$ cat config.mk
export PLATFORM = sky130hd
export DESIGN_NAME = ram_arbiter_flat
export DESIGN_NICKNAME = d
export VERILOG_FILES = /design/src/rtl/ram_arbiter_if.sv /design/src/rtl/ram_arbiter.sv /design/src/flat_wrapper.sv
export SDC_FILE = /design/constraint.sdc
export NUM_CORES = 1
export LEC_CHECK = 0
export CORE_MARGIN = 5
export CORE_UTILIZATION = 43
export CTS_BUF_LIST = sky130_fd_sc_hd__clkbuf_4
export DETAILED_ROUTE_END_ITERATION = 10
export PLACE_DENSITY = 0.79
export SYNTH_ARGS = -nofsm -noshare
export SYNTH_HDL_FRONTEND = slang
export SYNTH_SLANG_ARGS = --single-unit
$ cat constraint.sdc
create_clock -name clk -period 1.8 [get_ports clk]
set_input_delay 0.36 -clock clk [delete_from_list [all_inputs] [get_ports clk]]
set_output_delay 0.36 -clock clk [all_outputs]
set_load 0.01 [all_outputs]
$ cat src/rtl/ram_arbiter_if.sv
`default_nettype none
// ============================================================================
// Module      : ram_arbiter_if
// Description : Bundle of the two request ports, the RAM control strobes, the
//               shared RAM bus and the RAM read-data return path used by
//               ram_arbiter.
//   slave  : arbiter side. It receives the requests and ram_out. It drives the
//            acks, err, rdata, busy, the strobes and bus.
//   master : requester/RAM side. It is the mirror image of slave.
// Revision    : 1.0 - initial release
// ============================================================================
interface ram_arbiter_if;
    // Port 0 (CPU) request
    logic        req0;
    logic        we0;
    logic [11:0] addr0;
    logic [15:0] wdata0;
    // Port 1 (loader/DMA) request
    logic        req1;
    logic        we1;
    logic [11:0] addr1;
    logic [15:0] wdata1;
    // Completion back to the ports
    logic        ack0;
    logic        ack1;
    logic        err;
    logic [15:0] rdata;
    logic        busy;
    // RAM side
    logic        mar_load;
    logic        ram_en;
    logic        ram_load;
    logic [15:0] bus;
    logic [15:0] ram_out;

    modport slave (
        input  req0, we0, addr0, wdata0,
        input  req1, we1, addr1, wdata1,
        input  ram_out,
        output ack0, ack1, err, rdata, busy,
        output mar_load, ram_en, ram_load, bus
    );

    modport master (
        output req0, we0, addr0, wdata0,
        output req1, we1, addr1, wdata1,
        output ram_out,
        input  ack0, ack1, err, rdata, busy,
        input  mar_load, ram_en, ram_load, bus
    );
endinterface
`default_nettype wire

$ cat src/rtl/ram_arbiter.sv
`default_nettype none
// ============================================================================
// Module      : ram_arbiter
// Description : Two-port round-robin arbiter in front of a single-ported RAM.
//               It sequences the RAM through its MAR load, read enable and
//               write strobes. It completes every request with a single-cycle
//               ack. A request with an out-of-range address is completed
//               straight away with err and never touches the RAM.
// Ports       : clk, reset  - clock, synchronous active-high reset
//               arb (slave) - request ports, completion, RAM strobes/bus
// Parameters  : RAM_DEPTH   - number of valid RAM words
// Revision    : 1.0 - initial release
// ============================================================================
module ram_arbiter #(
    parameter int unsigned RAM_DEPTH = 256
) (
    input  wire logic       clk,
    input  wire logic       reset,
    ram_arbiter_if.slave    arb
);

    typedef enum logic [2:0] {
        S_IDLE = 3'd0,
        S_MAR  = 3'd1,
        S_RD   = 3'd2,
        S_CAP  = 3'd3,
        S_WR   = 3'd4,
        S_DONE = 3'd5
    } state_t;

    state_t      state;
    state_t      state_next;

    // Transaction context captured at grant
    logic        grant_port;
    logic        last_grant;
    logic        we_lat;
    logic [11:0] addr_lat;
    logic [15:0] wdata_lat;
    logic        oor_flag;
    logic [15:0] rdata_reg;

    // Arbitration result for the current IDLE cycle
    logic        any_req;
    logic        pick;
    logic        pick_we;
    logic [11:0] pick_addr;
    logic [15:0] pick_wdata;
    logic        pick_oor;

    // Decoded outputs
    logic        ack0_d;
    logic        ack1_d;
    logic        err_d;
    logic        busy_d;
    logic        mar_load_d;
    logic        ram_en_d;
    logic        ram_load_d;
    logic [15:0] bus_d;

    // ------------------------------------------------------------------------
    // Round-robin pick. A lone requester always wins. On a tie the port that
    // was not granted last wins.
    // ------------------------------------------------------------------------
    always_comb begin
        any_req    = arb.req0 | arb.req1;
        pick       = (arb.req0 & arb.req1) ? ~last_grant : arb.req1;
        pick_we    = pick ? arb.we1    : arb.we0;
        pick_addr  = pick ? arb.addr1  : arb.addr0;
        pick_wdata = pick ? arb.wdata1 : arb.wdata0;
        pick_oor   = ({20'd0, pick_addr} >= RAM_DEPTH);
    end

    // ------------------------------------------------------------------------
    // State register
    // ------------------------------------------------------------------------
    always_ff @(posedge clk) begin
        if (reset) begin
            state <= S_IDLE;
        end else begin
            state <= state_next;
        end
    end

    // ------------------------------------------------------------------------
    // Grant context and read data capture. The context is latched only on the
    // grant edge. Later input changes cannot disturb the transaction.
    // ------------------------------------------------------------------------
    always_ff @(posedge clk) begin
        if (reset) begin
            last_grant <= 1'b1;         // port 0 wins the first tie
            grant_port <= 1'b0;
            we_lat     <= 1'b0;
            addr_lat   <= 12'd0;
            wdata_lat  <= 16'd0;
            oor_flag   <= 1'b0;
            rdata_reg  <= 16'd0;
        end else begin
            if (state == S_IDLE && any_req) begin
                grant_port <= pick;
                last_grant <= pick;
                we_lat     <= pick_we;
                addr_lat   <= pick_addr;
                wdata_lat  <= pick_wdata;
                oor_flag   <= pick_oor;
            end
            // ram_out holds the word fetched during RD
            if (state == S_CAP) begin
                rdata_reg <= arb.ram_out;
            end
        end
    end

    // ------------------------------------------------------------------------
    // Next state and output decode
    // ------------------------------------------------------------------------
    always_comb begin
        state_next = state;
        ack0_d     = 1'b0;
        ack1_d     = 1'b0;
        err_d      = 1'b0;
        mar_load_d = 1'b0;
        ram_en_d   = 1'b0;
        ram_load_d = 1'b0;
        bus_d      = 16'd0;
        busy_d     = (state != S_IDLE);

        case (state)
            S_IDLE: begin
                if (any_req) begin
                    state_next = pick_oor ? S_DONE : S_MAR;
                end
            end
            S_MAR: begin
                mar_load_d = 1'b1;
                bus_d      = {4'd0, addr_lat};
                state_next = we_lat ? S_WR : S_RD;
            end
            S_RD: begin
                ram_en_d   = 1'b1;
                state_next = S_CAP;
            end
            S_CAP: begin
                state_next = S_DONE;
            end
            S_WR: begin
                ram_load_d = 1'b1;
                bus_d      = wdata_lat;
                state_next = S_DONE;
            end
            S_DONE: begin
                ack0_d     = ~grant_port;
                ack1_d     = grant_port;
                err_d      = oor_flag;
                state_next = S_IDLE;
            end
            default: begin
                state_next = S_IDLE;
            end
        endcase

        // While reset is high, nothing may reach the RAM or the ports. This
        // also kills ram_load in WR, so the aborted write never lands.
        if (reset) begin
            ack0_d     = 1'b0;
            ack1_d     = 1'b0;
            err_d      = 1'b0;
            busy_d     = 1'b0;
            mar_load_d = 1'b0;
            ram_en_d   = 1'b0;
            ram_load_d = 1'b0;
            bus_d      = 16'd0;
        end
    end

    assign arb.ack0     = ack0_d;
    assign arb.ack1     = ack1_d;
    assign arb.err      = err_d;
    assign arb.busy     = busy_d;
    assign arb.mar_load = mar_load_d;
    assign arb.ram_en   = ram_en_d;
    assign arb.ram_load = ram_load_d;
    assign arb.bus      = bus_d;
    assign arb.rdata    = rdata_reg;

endmodule
`default_nettype wire
$ cat src/flat_wrapper.sv
// flat-port wrapper written by rule: the top's interface ports become plain ports
module ram_arbiter_flat 
#(
    parameter int unsigned RAM_DEPTH = 256
)
  (clk, reset, arb_req0, arb_we0, arb_addr0, arb_wdata0, arb_req1, arb_we1, arb_addr1, arb_wdata1, arb_ram_out, arb_ack0, arb_ack1, arb_err, arb_rdata, arb_busy, arb_mar_load, arb_ram_en, arb_ram_load, arb_bus);
  ram_arbiter_if arb_i ();
  input  wire logic clk;
  input  wire logic reset;
  input wire logic [$bits(arb_i.req0)-1:0] arb_req0;
  input wire logic [$bits(arb_i.we0)-1:0] arb_we0;
  input wire logic [$bits(arb_i.addr0)-1:0] arb_addr0;
  input wire logic [$bits(arb_i.wdata0)-1:0] arb_wdata0;
  input wire logic [$bits(arb_i.req1)-1:0] arb_req1;
  input wire logic [$bits(arb_i.we1)-1:0] arb_we1;
  input wire logic [$bits(arb_i.addr1)-1:0] arb_addr1;
  input wire logic [$bits(arb_i.wdata1)-1:0] arb_wdata1;
  input wire logic [$bits(arb_i.ram_out)-1:0] arb_ram_out;
  output wire logic [$bits(arb_i.ack0)-1:0] arb_ack0;
  output wire logic [$bits(arb_i.ack1)-1:0] arb_ack1;
  output wire logic [$bits(arb_i.err)-1:0] arb_err;
  output wire logic [$bits(arb_i.rdata)-1:0] arb_rdata;
  output wire logic [$bits(arb_i.busy)-1:0] arb_busy;
  output wire logic [$bits(arb_i.mar_load)-1:0] arb_mar_load;
  output wire logic [$bits(arb_i.ram_en)-1:0] arb_ram_en;
  output wire logic [$bits(arb_i.ram_load)-1:0] arb_ram_load;
  output wire logic [$bits(arb_i.bus)-1:0] arb_bus;
  assign arb_i.req0 = arb_req0;
  assign arb_i.we0 = arb_we0;
  assign arb_i.addr0 = arb_addr0;
  assign arb_i.wdata0 = arb_wdata0;
  assign arb_i.req1 = arb_req1;
  assign arb_i.we1 = arb_we1;
  assign arb_i.addr1 = arb_addr1;
  assign arb_i.wdata1 = arb_wdata1;
  assign arb_i.ram_out = arb_ram_out;
  assign arb_ack0 = arb_i.ack0;
  assign arb_ack1 = arb_i.ack1;
  assign arb_err = arb_i.err;
  assign arb_rdata = arb_i.rdata;
  assign arb_busy = arb_i.busy;
  assign arb_mar_load = arb_i.mar_load;
  assign arb_ram_en = arb_i.ram_en;
  assign arb_ram_load = arb_i.ram_load;
  assign arb_bus = arb_i.bus;
  ram_arbiter #(.RAM_DEPTH(RAM_DEPTH)) u_core (.clk(clk), .reset(reset), .arb(arb_i));
endmodule
After elaboration in Yosys (flattened, before gate mapping)
Cells that the tools add are included.

storage, ports and cells
  bits in registers = 51
  bits of input ports = 78
  logic and storage cells = 46

cells by class
  magnitude comparators = 1
  equal/unequal tests = 6
  mux-type cells = 23
  bitwise logic cells = 4
  reductions and logical operators = 4

operators by type and width
  kind                 count
  $mux 16              2
  $pmux 16 s2          1
  $mux 1               15
  $ge 12x9->1 const B  1
  $mux 12              1
  $pmux 3 s4           1
  $mux 3               3
  $eq 3x2->1 const B   2
  $eq 3x3->1 const B   2
  $eq 3x1->1 const B   1
  $logic_not 3->1      1
  $reduce_bool 3->1    1
  $ne 2x1->1 const B   1
  $not 1->1            2
  $reduce_or 2->1      1
  $and 1x1->1          1
  $logic_and 1x1->1    1
  $or 1x1->1           1

Logic depth before layout (Yosys ltp)
  word-level depth = 7
  mapped depth = 6

Worst setup path after synthesis
Ideal clock, no wire load.

  kind = input to output
  from = input port reset
  to = output port arb_bus[10]
  arrival time = 1.330 ns
  data required time = 1.440 ns
  setup slack = 0.110 ns
  stages on the path = 5
  cells stage by stage = buf_2 -> nand2b_2 -> nor3_4 -> buf_4 -> a22o_1

between the ends
  word-level cells in the longest chain between the ends = 1

ends and longest elaborated chain
  item                line                source
  start: declaration  flat_wrapper.sv:9   input wire logic reset;
  $mux 16             ram_arbiter.sv:164  if (reset) begin
  end: declaration    flat_wrapper.sv:27  output wire logic [$bits(arb_i.bus)-1:0] arb_bus;

No other way between the ends.

Worst setup path after layout
  from = register u_core.state[1]
  to = output port arb_bus[8]

between the ends
  word-level cells in the longest chain between the ends = 3
  elaborated cells on any way between the ends = 4
  classes of those cells = eq/ne (2); mux (2)

ends and longest elaborated chain
  item                                             line                source
  start: declaration                               ram_arbiter.sv:31   state_t state;
  start signal: assignment                         ram_arbiter.sv:81   state <= state_next;
  $eq 3x3->1 / $eq 3x1->1 (equally long branches)  ram_arbiter.sv:128  case (state)
  $pmux 16 s2 (*)                                  ram_arbiter.sv:128
  $mux 16 (*)                                      ram_arbiter.sv:164

Every way passes the cells marked *; elsewhere a longest branch is shown, timed or not.

==> flow_summary_export.csv <==
group,metric,value,unit
routing,drt_iter0_drc,88,
worst_setup_path,critPathLaunchType,"flip-flop",
logic_synthesis,synth.area.mux_share,0.432,%
worst_setup_path,required,1440,ps
sta,timing.fmax,509,MHz
power_and_ir_drop,report.power.total,3.68,mW
grt,overflow,0,
sta,slew_headroom,61.2,%
cts,htreeDepth,2,
sta,worst_slew_pin_slew,580,ps
run,drv_cap,0,
grt,grt_max_degree,33,
routing,wl,8.35,mm
cells_and_area,diodes,0,
cells_and_area,final_nets,506,
sta,finClkSkew,12.7,ps
logic_synthesis,synth_edf_count,0,
logic_synthesis,synth-simple-area-share,20.3,%
worst_hold_path,worstHoldStart,"u_core.arb.rdata[11]$_SDFFE_PP0N_",
logic_synthesis,yosysSeqAreaShare,39.1,%
cts,cts_hold_buf,0,
die,core-area,0.00592,sq mm
placed_design,gp_congestion,0.805,
die,die_h,87.9,um
power_and_ir_drop,p_switching,1.35,mW
logic_synthesis,ys_seq_elements,51,
logic_synthesis,synth-xor-area-share,0,%
placed_design,dp_hpwl,5.80,mm
sta,hold_viol,0,
grt,antenna_found_initial,0,
worst_hold_path,hold_depth,2,
sta,setup_ws,-164,ps
power_and_ir_drop,powerDensity,909,mW/mm^2
cts,clock-root-buffer,"clkbuf_4",
die,chipWidth,87.9,um
grt,grt_pass1_vias,2783,
cells_and_area,nFillCells,501,
logic_synthesis,synth.distinct_cells,35,
power_and_ir_drop,pwr-share-comb,44.9,%
logic_synthesis,avgSynthCellArea,8.64,sq um
routing,drc,0,
logic_synthesis,yosys_warnings,0,
power_and_ir_drop,clockPowerShare,13.7,%
power_and_ir_drop,peakVddDrop,0.000480,V
cells_and_area,utilization,68.3,%
cts,numCtsBuffers,5,
logic_synthesis,synth_fa_ha_area_share,0,%
die,row_count,28,
logic_synthesis,async_flop_share,0,%
routing,dr_total_vias,2702,
worst_setup_path,crit_start,"u_core.state[1]$_SDFFE_PP0P_",
sta,period_share,109,%
worst_hold_path,hold_class,"flip-flop to flip-flop",
sta,setup_violations,17,
status,violations,"negative setup slack",
logic_synthesis,synth_flop_cell,"dfxtp_1",
worst_setup_path,critPathMaxFanout,6,
cts,tritoncts,"built",
grt,grt_usage,21.2,%
status,status,"complete, but fails checks",
grt,grt_pass1_wl,13.0,mm
cts,cts.sinks,51,
cts,path_clk_slew,140,ps
sta,slew_violations,0,
power_and_ir_drop,seqPwrFrac,41.4,%
routing,ant_nets,0,
worst_setup_path,r2r_cells,6,
worst_setup_path,r2r-start,"u_core.state[1]$_SDFFE_PP0P_",
cts,clock_latency,370,ps
routing,drt-pass1-iter-count,4,
die,start_util,44.1,%
sta,fin_setup_tns,-2180,ps
worst_setup_path,cp-end-kind,"primary output",
cts,clock_path_buffers,2,
cells_and_area,drive_above_1_share,25.9,%
logic_synthesis,synth_area,0.00261,sq mm
placed_design,io_buffers,116,
worst_setup_path,path_class,"flip-flop to primary output",
die,die_area,0.00772,sq mm
logic_synthesis,synth_nets,380,
sta,grt_setup_unrepaired,"yes",
power_and_ir_drop,p_leak,1.53,nW
cells_and_area,area_growth,55.1,%
sta,fin_crit,1960,ps
routing,wl_per_cell,16.6,um
routing,via_per_inst,5.36,
worst_setup_path,critPathArrivalTime,1600,ps
logic_synthesis,synth_compound_area_share,32.8,%
power_and_ir_drop,switching_share,36.8,%
power_and_ir_drop,p_int,2.32,mW
logic_synthesis,syn_inst,302,
die,ios,117,
logic_synthesis,synth_top_family_by_area,"compound AO/OA/AOI/OAI gates",
==> final timing paths <==
kind / end / slack (ps)
min reg2reg: u_core.arb.rdata[11]$_SDFFE_PP0N_ / 460
min: u_core.arb.rdata[11]$_SDFFE_PP0N_ / 460
max reg2reg: u_core.addr_lat[2]$_SDFFE_PP0P_ / 100
max: arb_bus[8] / -160
==> layout make-up <==
class	instances	area (sq um)	area share (%)
Clock buffer	5	37.5	0.928
Clock inverter	3	15.0	0.371
Inverter	2	7.51	0.186
Multi-Input combinational cell	219	1450	35.8
Sequential cell	51	1030	25.5
Tap cell	75	93.8	2.32
Timing Repair Buffer	149	1420	35.0
==> power by group through the flow <==
stage	combinational [mW]	sequential, mW	clock (mW)
finish	1.65	1.52	0.505
global route	1.77	1.54	0.560
CTS	1.63	1.51	0.525
detailed placement	1.49	1.52	0
global placement	1.45	1.53	0
floorplan	1.05	1.46	0
==> metrics by stage <==
stage,instances,setup WS (ps),hold slack (ps),cell area (sq um)
finish,504,-164,463,4050
global route,504,-233,476,4050
CTS,505,-191,451,4030
detailed placement,483,-268,445,3870
global placement,483,-236,442,3870
floorplan,302,110,442,2610
==> cells in the final DEF (no fill, tap or decap), drive strengths merged <==
cell type      count
and3b              1
nand3b             1
clkbuf             5
a311oi            29
nand2b             4
a21boi             1
o22ai              2
a22oi              1
o21ai              1
nand2             91
o21a               1
and2               8
dfxtp             51
nor4               2
a21oi             47
buf               57
inv                2
a22o              12
mux2               1
nor2               3
clkinvlp           1
nor3               6
clkdlybuf4s50     92
o21ba              1
or2                1
clkinv             2
nand3              2
o211ai             2
a21bo              2
==> kinds of logic after synthesis <==
logic type / Yosys count
muxes: 1
and+or+nand+nor: 118
DFF: 51
AOI/OAI and AO/OA: 99
buffers and inverters: 33
==> Yosys cell counts, types with 2 or more instances <==
library cell,instances,area share (%)
nor3_1,3,0.58
buf_2,9,1.7
buf_6,5,2.2
and2_1,6,1.4
inv_1,2,0.29
a22o_1,12,4.0
dfxtp_1,51,39
nor4_1,2,0.48
nand3_1,2,0.38
nor2_1,3,0.43
clkbuf_1,9,1.3
a311oi_2,28,16
o22ai_1,2,0.48
buf_4,5,1.4
nand2_1,91,13
a21oi_1,47,9.0
a21bo_2,2,0.77
o211ai_1,2,0.58
nand2b_1,3,0.72
buf_1,2,0.29
nor3_4,2,1.2
==> what timing repair did <==
item                       CTS  global route
gates resized for setup    120             8
setup endpoints to repair   52            22
pin swaps                    9            15
setup buffers               12             3
cloned                       2             0
==> routing by layer <==
layer / routed length, um / share of wire [%] / vias to the layer above / track usage, %
met5: 0 / 0 / - / 0
met4: 229 / 2.7 / 0 / 7.11
met3: 871 / 10 / 21 / 6.40
met2: 3890 / 47 / 142 / 35.6
met1: 3360 / 40 / 1215 / 25.9
li1: - / - / 1324 / -
==> critical path, cell delays in order, from the launching register on <==
cell and delay (ps):
dfxtp_2 360, buf_6 120, nor3_4 180, buf_12 140, buf_12 90, buf_8 100, a22o_1 120, buf_2 130
(Power assumes the default switching activity.)
==> variant: new RTL, same settings <==
Re-encode `state_t` (6 states) as one-hot, 6 bits wide.
--- a/src/rtl/ram_arbiter.sv
+++ b/src/rtl/ram_arbiter.sv
@@ -20,11 +20,11 @@
 );
 
-    typedef enum logic [2:0] {
-        S_IDLE = 3'd0,
-        S_MAR  = 3'd1,
-        S_RD   = 3'd2,
-        S_CAP  = 3'd3,
-        S_WR   = 3'd4,
-        S_DONE = 3'd5
+    typedef enum logic [5:0] {
+        S_IDLE = 6'b000001,
+        S_MAR  = 6'b000010,
+        S_RD   = 6'b000100,
+        S_CAP  = 6'b001000,
+        S_WR   = 6'b010000,
+        S_DONE = 6'b100000
     } state_t;
 
Behaviour: same outputs for any inputs over 10 cycles, from zero or initial values and one cycle with reset high; not proved beyond that.
==> variant against the unedited design <==
Worst setup slack got worse by 0.53 ns. Final area rose by 20%. Die area rose by 0.64%. Critical path type unchanged. Clock power rose by 39%. Clock skew fell by 0.0081 ns. Highest routed layer unchanged. Sequential cell count rose by 3. Wire length rose by 29%. Critical endpoint is now arb_bus[11]. Largest power group unchanged. Synthesized area rose by 0.72%. The flow still finishes with violations (setup timing). Total power rose by 8.7%.
==> variant: results (changes against the unedited design) <==
GRT:
- The via count of the first global-routing pass is 3076 (+11%).
- The maximum number of pins on one net before global-route repair came to 29 (-12%).
- The global-route usage over all layers is 26.5% (+5.2 points).

STA:
- The worst setup slack after layout is -0.698 ns (-0.534 ns).
- The setup-violating endpoint count in the final report is 57 (+40).
- The transition time of the tightest slew-check pin is 0.432 ns (-0.148 ns).
- The clock tree skew after final layout is 0.00462 ns (-0.00810 ns).

Final layout:
- The share of layout cells above drive strength 1 came to 40.0% (+14 points).
- The net count of the finished layout is 522 (+3.2%).

Outcome:
- The run finished, with violations left.
- The final reports fail on setup timing.

Placement:
- The placed cell count was 477 (-1.2%).
- The final HPWL from detailed placement came to 5830 um (+0.55%).
- The weighted congestion reported at the end of routability-driven placement came to 0.791 (-1.7%).

Synth:
- The count of cell types in the netlist is 30 (-14%).
- The area share of xor/xnor cells in the synthesized design is 0.333% (+0.33 points).
- The share of the synthesized area in compound gates (AO/OA/AOI/OAI) is 23.2% (-9.5 points).
- Ranked by total cell area, the synthesized netlist is headed by sky130_fd_sc_hd__dfxtp_1 (41%), sky130_fd_sc_hd__a211oi_2 (14%), sky130_fd_sc_hd__mux2i_1 (12%).
- The multiplexer share of the synthesized area is 11.8% (+11 points).
- The sequential cell area fraction in the yosys report was 41.1% (+2.0 points).
- The number of nets produced by synthesis came to 352 (-7.4%).

Worst setup path:
- The largest fanout of any net on the critical path is 8 (+2).
- Following the worst setup path forward leads to its endpoint at arb_bus[11].
- Tracing the worst setup path back leads to its startpoint at u_core.state[5].
- The startpoint identified for the worst register-to-register timing path is u_core.state[4].
- The worst register-to-register path ends at u_core.addr_lat[9].
- The cell count of the worst reg-to-reg path is 11 (+5).

Min path:
- The class of the tightest hold or removal check is in2reg.

Power and ir drop:
- The net switching fraction of the power is 32.2% (-4.6 points).
- The largest vdd supply drop is 546 uV (+14%).

Routing:
- The via count is 2898 (+7.3%).
- The initial DRC count is 182 (+110%).

CTS:
- The clock transition at the registers of the reported paths came to 0.16 ns (+0.02 ns).
-- variant: cell types whose count changed after synthesis, sizes merged, moves of 3 or more --
cell	change
nor2b	+5
nor2	+31
nor3b	+4
nor3	-5
buf	-9
mux2i	+31
a21oi	-29
a311oi	-29
a211oi	+29
nand2	-55
dfxtp	+3
-- variant: critical path, cell delays in order, from the launching register on --
cell and delay [ns]:
sky130_fd_sc_hd__dfxtp_2 0.36, sky130_fd_sc_hd__or2_4 0.23, sky130_fd_sc_hd__or3_4 0.39, sky130_fd_sc_hd__nor3b_4 0.19
sky130_fd_sc_hd__buf_6 0.15, sky130_fd_sc_hd__buf_12 0.13, sky130_fd_sc_hd__a22o_1 0.15, sky130_fd_sc_hd__buf_2 0.15
-- variant: timing repair --
action,CTS,global route
endpoints found under the hold margin,0,0
cloned,9,2
setup endpoints to repair,55,73
pin swaps,36,18
setup buffers,20,12
resized for setup,169,38
-- variant: worst min path at each step --
| stage | from | end | slack [ns] | depth (start not counted) |
|---|---|---|---|---|
| global route | reset | u_core.state[0] | 0.37 | 3 |
| floorplan | u_core.we_lat | u_core.state[2] | 0.41 | 1 |
| global placement | u_core.we_lat | u_core.state[2] | 0.43 | 1 |
| detailed placement | u_core.we_lat | u_core.state[2] | 0.43 | 1 |
| CTS | reset | u_core.state[0] | 0.33 | 3 |
| finish | reset | u_core.state[0] | 0.38 | 3 |
-- variant: cell type report --
| cell class | instances | area [um2] |
|---|---|---|
| fillers | 328 | 1070 |
| multi-input cells | 198 | 1600 |
| flip-flops and latches | 54 | 1090 |
| clock inverters | 3 | 45.0 |
| well taps | 75 | 93.8 |
| repair buffers | 185 | 1990 |
| clock buffers | 5 | 37.5 |
-- variant: kinds of logic after synthesis --
group                     count (synthesis)
DFF                                      54
and+or+nand+nor                         100
AOI/OAI and AO/OA                        66
buffers and inverters                    22
xor gates and xnor gates                  1
muxes                                    31
-- variant: through the flow --
step | hold slack (ns) | total power [mW] | cell area [um2] | setup TNS (ns)
floorplan | 0.406 | 2.07 | 2660 | -2.19
global placement | 0.426 | 2.46 | 4080 | -15.35
detailed placement | 0.431 | 2.50 | 4080 | -16.93
CTS | 0.326 | 3.91 | 4730 | -23.80
global route | 0.373 | 4.16 | 4850 | -29.30
finish | 0.383 | 4.00 | 4850 | -25.77
-- variant: power groups by stage --
stage               logic (mW)  registers [mW]  clock network (mW)
finish                    1.81            1.49               0.700
global route              1.90            1.50               0.761
CTS                       1.74            1.47               0.711
detailed placement        1.02            1.47                   0
global placement         0.990            1.47                   0
floorplan                0.632            1.44                   0
-- variant: layer usage --
metal  wire [um]  vias up  global-route usage, %  part of all wire (%)
li1            -     1319                      -                     -
met1        4010     1402                   30.7                    37
met2        5530      144                   47.2                    51
met3         888       33                   5.64                   8.3
met4         328        0                   10.3                   3.0
met5           0        -                      0                     0
